[src/rtl/cmsdk_mcu_sleep_pmu.sv]
// Sleep/power sequencer beside the MCU clock/reset controller: gates HCLK, runs the
// SLEEPHOLD handshake for deep sleep, stops the oscillator and times its settle on wake.
module cmsdk_mcu_sleep_pmu #(
    parameter int unsigned ENTER_DLY    = 2,
    parameter int unsigned WAKE_DLY     = 4,
    parameter int unsigned HOLD_TIMEOUT = 15,
    parameter int unsigned CNT_W        = 4
) (
    input  logic       clk,
    input  logic       NRST,
    input  logic       SLEEPING,
    input  logic       SLEEPDEEP,
    input  logic       WAKEUP,
    input  logic       DBGPWRUPREQ,
    input  logic       SLEEPHOLDACKn,
    output logic       HCLKEN,
    output logic       SLEEPHOLDREQn,
    output logic       OSC_STOP,
    output logic       HOLDFAIL,
    output logic [2:0] PMU_STATE
);

    typedef enum logic [2:0] {
        ST_RUN   = 3'd0,
        ST_ARM   = 3'd1,
        ST_SLEEP = 3'd2,
        ST_HOLD  = 3'd3,
        ST_DEEP  = 3'd4,
        ST_WAKE  = 3'd5
    } pmu_state_t;

    localparam logic [CNT_W-1:0] ENTER_LAST_C = CNT_W'(ENTER_DLY - 32'd1);
    localparam logic [CNT_W-1:0] WAKE_LAST_C  = CNT_W'(WAKE_DLY - 32'd1);
    localparam logic [CNT_W-1:0] HOLD_LAST_C  = CNT_W'(HOLD_TIMEOUT - 32'd1);
    localparam logic [CNT_W-1:0] CNT_MAX_C    = {CNT_W{1'b1}};
    localparam logic [CNT_W-1:0] CNT_ONE_C    = {{(CNT_W-1){1'b0}}, 1'b1};
    localparam logic [CNT_W-1:0] CNT_ZERO_C   = {CNT_W{1'b0}};

    pmu_state_t       state_r;
    pmu_state_t       state_nxt_s;
    logic [CNT_W-1:0] cnt_r;
    logic [CNT_W-1:0] cnt_nxt_s;
    logic             cnt_step_s;
    logic             abort_s;
    logic             hclken_r;
    logic             hclken_nxt_s;
    logic             holdreq_n_r;
    logic             holdreq_n_nxt_s;
    logic             osc_stop_r;
    logic             osc_stop_nxt_s;
    logic             holdfail_r;
    logic             holdfail_nxt_s;

    assign abort_s = WAKEUP | DBGPWRUPREQ;

    // Next-state selection; abort is tested first wherever it can pre-empt a forward move.
    always_comb begin
        state_nxt_s    = state_r;
        cnt_step_s     = 1'b0;
        holdfail_nxt_s = 1'b0;
        case (state_r)
            ST_RUN: begin
                if (SLEEPING && !abort_s) begin
                    state_nxt_s = ST_ARM;
                end else begin
                    state_nxt_s = ST_RUN;
                end
            end
            ST_ARM: begin
                if (!SLEEPING || abort_s) begin
                    state_nxt_s = ST_RUN;
                end else if (cnt_r == ENTER_LAST_C) begin
                    state_nxt_s = SLEEPDEEP ? ST_HOLD : ST_SLEEP;
                end else begin
                    state_nxt_s = ST_ARM;
                    cnt_step_s  = 1'b1;
                end
            end
            ST_SLEEP: begin
                if (abort_s || !SLEEPING) begin
                    state_nxt_s = ST_RUN;
                end else begin
                    state_nxt_s = ST_SLEEP;
                end
            end
            ST_HOLD: begin
                if (abort_s) begin
                    state_nxt_s = ST_RUN;
                end else if (!SLEEPHOLDACKn) begin
                    state_nxt_s = ST_DEEP;
                end else if (cnt_r == HOLD_LAST_C) begin
                    state_nxt_s    = ST_RUN;
                    holdfail_nxt_s = 1'b1;
                end else begin
                    state_nxt_s = ST_HOLD;
                    cnt_step_s  = 1'b1;
                end
            end
            ST_DEEP: begin
                if (abort_s) begin
                    state_nxt_s = ST_WAKE;
                end else begin
                    state_nxt_s = ST_DEEP;
                end
            end
            ST_WAKE: begin
                // The oscillator settle time is never shortened, so abort is not consulted here.
                if (cnt_r == WAKE_LAST_C) begin
                    state_nxt_s = ST_RUN;
                end else begin
                    state_nxt_s = ST_WAKE;
                    cnt_step_s  = 1'b1;
                end
            end
            default: begin
                state_nxt_s = ST_RUN;
            end
        endcase
    end

    // Counter: cleared on any state change, otherwise a saturating step when requested.
    always_comb begin
        cnt_nxt_s = cnt_r;
        if (state_nxt_s != state_r) begin
            cnt_nxt_s = CNT_ZERO_C;
        end else if (cnt_step_s && (cnt_r != CNT_MAX_C)) begin
            cnt_nxt_s = cnt_r + CNT_ONE_C;
        end else begin
            cnt_nxt_s = cnt_r;
        end
    end

    // Output values decoded from the next state so they register on the same edge as it.
    always_comb begin
        hclken_nxt_s    = 1'b1;
        holdreq_n_nxt_s = 1'b1;
        osc_stop_nxt_s  = 1'b0;
        case (state_nxt_s)
            ST_RUN, ST_ARM: begin
                hclken_nxt_s    = 1'b1;
                holdreq_n_nxt_s = 1'b1;
                osc_stop_nxt_s  = 1'b0;
            end
            ST_SLEEP: begin
                hclken_nxt_s    = 1'b0;
                holdreq_n_nxt_s = 1'b1;
                osc_stop_nxt_s  = 1'b0;
            end
            ST_HOLD: begin
                hclken_nxt_s    = 1'b1;
                holdreq_n_nxt_s = 1'b0;
                osc_stop_nxt_s  = 1'b0;
            end
            ST_DEEP: begin
                hclken_nxt_s    = 1'b0;
                holdreq_n_nxt_s = 1'b0;
                osc_stop_nxt_s  = 1'b1;
            end
            ST_WAKE: begin
                hclken_nxt_s    = 1'b0;
                holdreq_n_nxt_s = 1'b0;
                osc_stop_nxt_s  = 1'b0;
            end
            default: begin
                hclken_nxt_s    = 1'b1;
                holdreq_n_nxt_s = 1'b1;
                osc_stop_nxt_s  = 1'b0;
            end
        endcase
    end

    // State, counter and output registers.
    always_ff @(posedge clk or negedge NRST) begin
        if (!NRST) begin
            state_r     <= ST_RUN;
            cnt_r       <= CNT_ZERO_C;
            hclken_r    <= 1'b1;
            holdreq_n_r <= 1'b1;
            osc_stop_r  <= 1'b0;
            holdfail_r  <= 1'b0;
        end else begin
            state_r     <= state_nxt_s;
            cnt_r       <= cnt_nxt_s;
            hclken_r    <= hclken_nxt_s;
            holdreq_n_r <= holdreq_n_nxt_s;
            osc_stop_r  <= osc_stop_nxt_s;
            holdfail_r  <= holdfail_nxt_s;
        end
    end

    assign HCLKEN        = hclken_r;
    assign SLEEPHOLDREQn = holdreq_n_r;
    assign OSC_STOP      = osc_stop_r;
    assign HOLDFAIL      = holdfail_r;
    assign PMU_STATE     = state_r;

endmodule
[config.mk]
export PLATFORM = sky130hd
export DESIGN_NAME = cmsdk_mcu_sleep_pmu
export DESIGN_NICKNAME = d
export VERILOG_FILES = /design/src/rtl/cmsdk_mcu_sleep_pmu.sv
export SDC_FILE = /design/constraint.sdc
export NUM_CORES = 1
export LEC_CHECK = 0
export BUFFER_PORTS_ARGS = -buffer_cell sky130_fd_sc_hd__buf_2
export CORE_MARGIN = 2
export CORE_UTILIZATION = 25
export DETAILED_ROUTE_END_ITERATION = 7
export PLACE_DENSITY = 0.54
export SYNTH_ARGS = -nofsm -noshare
export SYNTH_HDL_FRONTEND = slang
export SYNTH_SLANG_ARGS = --single-unit
[constraint.sdc]
create_clock -name clk -period 2.6 [get_ports clk]
set_input_delay 0 -clock clk [delete_from_list [all_inputs] [get_ports clk]]
set_output_delay 0 -clock clk [all_outputs]
set_load 0.005 [all_outputs]
## Word-level counts from Yosys, hierarchy flattened

Cells that the tools add are included.

- Word-level logic and storage cells: 58
- Input bits: 7
- Register bits: 11
- Output and inout bits: 7

- Muxes and demuxes: 27
- Reductions and logical operators: 9
- Bitwise operators: 1
- Eq/ne operators: 14
- Add/sub/neg operators: 1

Operators with widths:

| cell | count |
|---|---|
| 3-bit case mux with 6 select lines | 1 |
| 1-bit 2-to-1 mux | 16 |
| 3-bit by 2-bit == test with 1-bit output (second input constant) | 4 |
| 3-bit == test (second input constant) | 4 |
| 3-bit 2-to-1 mux | 3 |
| 2-bit 2-to-1 mux | 4 |
| 4-bit 2-to-1 mux | 2 |
| 3-bit OR reduction | 2 |
| 4-bit by 1-bit adder with 4-bit output (second input constant) | 1 |
| 4-bit by 1-bit == test with 1-bit output (second input constant) | 1 |
| 4-bit by 2-bit == test with 1-bit output (second input constant) | 1 |
| 4-bit == test (second input constant) | 1 |
| 4-bit != test (second input constant) | 1 |
| 3-bit by 1-bit == test with 1-bit output (second input constant) | 1 |
| 3-bit logical NOT | 1 |
| 3-bit != test | 1 |
| 1-bit case mux with 3 select lines | 1 |
| 1-bit logical AND | 2 |
| 1-bit logical NOT | 2 |
| 2-bit nonzero test | 1 |
| 1-bit logical OR | 1 |
| 1-bit bitwise OR | 1 |

## Logic depth before layout (Yosys ltp)

- Word-level depth: 8
- Depth in mapped cells: 7

## Worst setup path before layout

OpenSTA, ideal clock, no wires.

- Path kind: flip-flop to flip-flop
- Start point: register state_r[2], in the netlist PMU_STATE[2]
- End point: register cnt_r[0]
- Stages on the path, launching flop included: 6
- Buffers on the path: 0
- Setup time: 0.078 ns
- Path slack: 0.725 ns
- Required time: 2.522 ns
- Data arrival time: 1.798 ns
- Cells stage by stage: dfrtp_1 or4b_4 nor4_4 a211oi_2 or3_1 a21boi_1

- Cells in the longest elaborated chain, start to end: 4
- Elaborated cells on any way between the ends: 12
- Classes of those cells: 6 x eq/ne; 3 x mux; 3 x reduce/logical

Ends and longest elaborated chain:

| item | RTL line | RTL |
|---|---|---|
| from (decl) | 39 | `pmu_state_t state_r;` |
| from (signal assigned) | 182 | `state_r <= state_nxt_s;` |
| 3-bit == test (tied with other cells) | 61 | `case (state_r)` |
| 3-bit case mux with 6 select lines / 1-bit case mux with 3 select lines (equally long branches) | 61 |  |
| 3-bit != test / 1-bit logical AND (equally long branches) | 124, 126 |  |
| 4-bit 2-to-1 mux / 2-bit nonzero test (equally long branches) | - |  |
| to (signal assigned) | 183 | `cnt_r <= cnt_nxt_s;` |
| to (decl) | 41 | `logic [CNT_W-1:0] cnt_r;` |

Parallel ways exist; a longest one is shown, timed or not.
A chain may end at the register's enable or synchronous reset.

## Worst setup path after layout

- Start point: register cnt_r[1]
- End point: register cnt_r[1]

- Cells in the longest elaborated chain, start to end: 7
- Elaborated cells on any way between the ends: 24
- Classes of those cells: 1 x add/sub; 5 x eq/ne; 16 x mux; 2 x reduce/logical

Ends and longest elaborated chain:

| item | RTL line | RTL |
|---|---|---|
| 4-bit == test | 91 | `end else if (cnt_r == HOLD_LAST_C) begin` |
| 2-bit 2-to-1 mux / 1-bit 2-to-1 mux (equally long branches) | 91 |  |
| 3-bit 2-to-1 mux / 1-bit 2-to-1 mux (equally long branches) | 89 | `end else if (!SLEEPHOLDACKn) begin` |
| 3-bit 2-to-1 mux / 1-bit 2-to-1 mux (equally long branches) | 87 | `if (abort_s) begin` |
| 3-bit case mux with 6 select lines / 1-bit case mux with 3 select lines (equally long branches) | 61 |  |
| 3-bit != test / 1-bit logical AND (equally long branches) | 124, 126 |  |
| 4-bit 2-to-1 mux / 2-bit nonzero test (equally long branches) | - |  |

Parallel ways exist; a longest one is shown, timed or not. The select of a mux whose other input is x is not followed.

==> impl_metrics.json <==
{
  "path_delay_family": "compound AO/OA/AOI/OAI gates",
  "path_max_fanout": 8,
  "drive_gt1_frac": 0.291,
  "async_flop_share": 1.00,
  "rsz0062_at_grt": "false",
  "critPathKind": "flip-flop to flip-flop",
  "clkSinkCount": 11,
  "worst-path-buf-inv": 1,
  "drv_slew": 0,
  "port_buffers": 13,
  "fmax_mhz": 474,
  "die_area_sq_um": 3320,
  "placed_area_sq_um": 810,
  "status": "finished clean",
  "final_util": 0.309,
  "end_kind": "flip-flop",
  "grt_pass1_wl_um": 2600,
  "stdcell_area_sq_um": 846,
  "cts_max_level": 1,
  "grt_pass1_vias": 569,
  "synth_compound_gate_area_share": 0.235,
  "p_leak_nw": 0.393,
  "ctsResizeCount": 0,
  "fill_cells": 290,
  "io_pins": 14,
  "syn_avg_cell_area_sq_um": 10.3,
  "grt_use_total": 0.103,
  "synth_edf_count": 0,
  "netlist_area_sq_um": 718,
  "fin_tns_setup_ns": 0,
  "yosys_register_bits": 11,
  "clk_latency_ns": 0.26,
  "worstPathRequired_ns": 2.75,
  "fp.dieH_um": 57.6,
  "row_count": 19,
  "clkSlewWorstSetupHoldPaths_ns": 0.07,
  "antenna_left": 0,
  "slew-limit-headroom": 0.572,
  "synth_top_family_by_area": "simple AND/OR/NAND/NOR gates",
  "powerDensity_nw_per_um2": 381,
  "coreArea_sq_um": 2730,
  "timing.final.crit_period_ns": 2.11,
  "syn_nets": 80,
  "cp_slowest_cell": "nor3b_1",
  "antenna_cells": 0,
  "drv_cap": 0,
  "path_cells": "inv_1 > ha_1 > nor3b_1 > nor4_4 > a211oi_2 > o21ai_0 > o311a_1",
  "tritoncts": "yes",
  "area_delta_synth_final_pct": 17.8,
  "arrival_ns": 2.26,
  "synth.area.mux_share": 0.0139,
  "drt_iter0_drc": 22,
  "critPathMaxStageDelay_ns": 0.54,
  "hold_violations": 0,
  "fin_crit_sh": 0.811,
  "yosysWarnings": 0,
  "syn_inst": 70,
  "die_w_um": 57.6,
  "ys_seq_area_frac": 0.387,
  "ir_drop_uv": 291,
  "synthDistinctLibCells": 38,
  "drt_pass1_iterations": 4,
  "synthAdderAreaFrac": 0.0523,
  "synth_flop_cell": "dfrtp_1",
  "start_kind": "flip-flop",
  "fin_nets": 97,
  "ctsRootBufferMaster": "clkbuf_4",
  "grt-ovfl-total": 0,
  "setup_viol": 0,
  "synth_simple_gate_area_frac": 0.263,
  "cts_buffers": 3,
  "antenna_found_initial": 0,
  "routedWlPerCell_um": 12.7,
  "via_count": 600,
  "start_util": 0.263,
  "synth_xor_area_frac": 0,
  "routed_wl_um": 1480,
  "worst_pin_slew_ns": 0.641,
  "clk_path_buf_depth": 2,
  "clock_skew_ns": 0.00636,
  "via_per_inst": 5.13,
  "drc": 0,
  "place.gp.congestion": 0.787,
  "min_path_type": "primary input to flip-flop",
  "grt_max_degree": 13,
  "dp_hpwl_um": 1120
}
## metrics by stage
step	setup WS, ns	hold slack [ns]	std cells	power, mW
finish	0.492	0.0806	117	0.323
global route	0.213	0.115	117	0.347
detailed placement	0.500	-0.120	112	0.211
floorplan	0.725	-0.296	70	0.198
CTS	0.465	0.0734	117	0.332
global placement	0.566	-0.124	112	0.211
## final cells by class
cell class | instances | area [sq um] | area share
inverter | 6 | 22.5 | 0.0266
timing repair buffer | 14 | 75.1 | 0.0888
multi-input combinational | 51 | 405 | 0.479
clock buffer | 4 | 26.3 | 0.0311
sequential | 11 | 278 | 0.328
tap | 31 | 38.8 | 0.0459
## where the power goes
part / internal, mW / total, mW / switching, mW
Sequential: 0.174 / 0.178 / 0.00424
Clock: 0.0593 / 0.113 / 0.0539
Combinational: 0.0134 / 0.0316 / 0.0181
Total: 0.246 / 0.323 / 0.0763
## repair_timing
item                                    CTS  global route
hold buffers                              1             0
buffers inserted                          0             0
hold endpoints to repair                 11             0
endpoints found under the setup margin    0             0
## worst register-to-register path, delay by kind of cell, from the launching register on
kind / cells / cell delay, ns
AO/OA/AOI/OAI: 3 / 0.75
adder cells (fa/ha/maj): 1 / 0.13
buffers and inverters: 1 / 0.09
flip-flops: 1 / 0.42
AND/OR/NAND/NOR: 2 / 0.60
## path summary, 6_finish.rpt
path | from | endpoint | slack, ns | cells after the start
min reg2reg | cnt_r[3] | cnt_r[2] | 0.67 | 1
min in group asynchronous | NRST | PMU_STATE[1] | 0.13 | 2
min | SLEEPDEEP | PMU_STATE[0] | 0.08 | 3
max | cnt_r[1] | cnt_r[1] | 0.49 | 7
max reg2reg | cnt_r[1] | cnt_r[1] | 0.49 | 7
max in group asynchronous | NRST | HCLKEN | 2.21 | 2
## synth_stat cells (2+ instances only)
cell      instances  share of area
inv_1             6          0.031
o311a_1           4          0.056
dfrtp_1           9           0.31
ha_1              3          0.052
nand3_1           3          0.021
a21oi_1           2          0.014
or3_1             3          0.026
o21bai_1          2          0.021
and3_1            3          0.026
nand2_1           2          0.010
dfstp_2           2          0.073
a41oi_1           2          0.024
nor2_1            2          0.010
o21ai_0           2          0.014
nor2b_1           2          0.017
## layer usage
| layer | vias up | track usage | share of wire |
|---|---|---|---|
| li1 | 303 | - | - |
| met1 | 283 | 0.135 | 0.46 |
| met2 | 12 | 0.156 | 0.47 |
| met3 | 2 | 0.0499 | 0.060 |
| met4 | 0 | 0.0199 | 0.0067 |
| met5 | - | 0 | 0 |
## cells in the final DEF, fill, tap and decap left out, drive strengths merged, types with 2 or more instances in the layout
| cell | count |
|---|---|
| clkbuf | 4 |
| nand2 | 2 |
| or3 | 3 |
| nor2 | 2 |
| a211oi | 2 |
| dfstp | 2 |
| dfrtp | 9 |
| a21oi | 2 |
| and3b | 2 |
| nor2b | 2 |
| buf | 13 |
| a41oi | 2 |
| o21ai | 3 |
| o311a | 4 |
| nor3 | 2 |
| ha | 3 |
| and3 | 3 |
| o21bai | 2 |
| nand3 | 3 |
| inv | 6 |
## cell families after synthesis
group | count (synthesis)
AND/OR/NAND/NOR | 26
AO/OA/AOI/OAI | 21
flip-flops | 11
buffers and inverters | 8
adder cells (fa/ha/maj) | 3
multiplexers | 1
## registers in the layout (all words and copies together), names as in the netlist
name,count
HOLDFAIL,1
OSC_STOP,1
HCLKEN,1
SLEEPHOLDREQn,1
cnt_r,4
PMU_STATE,3
Note: power is estimated with default switching activity, not from simulation.
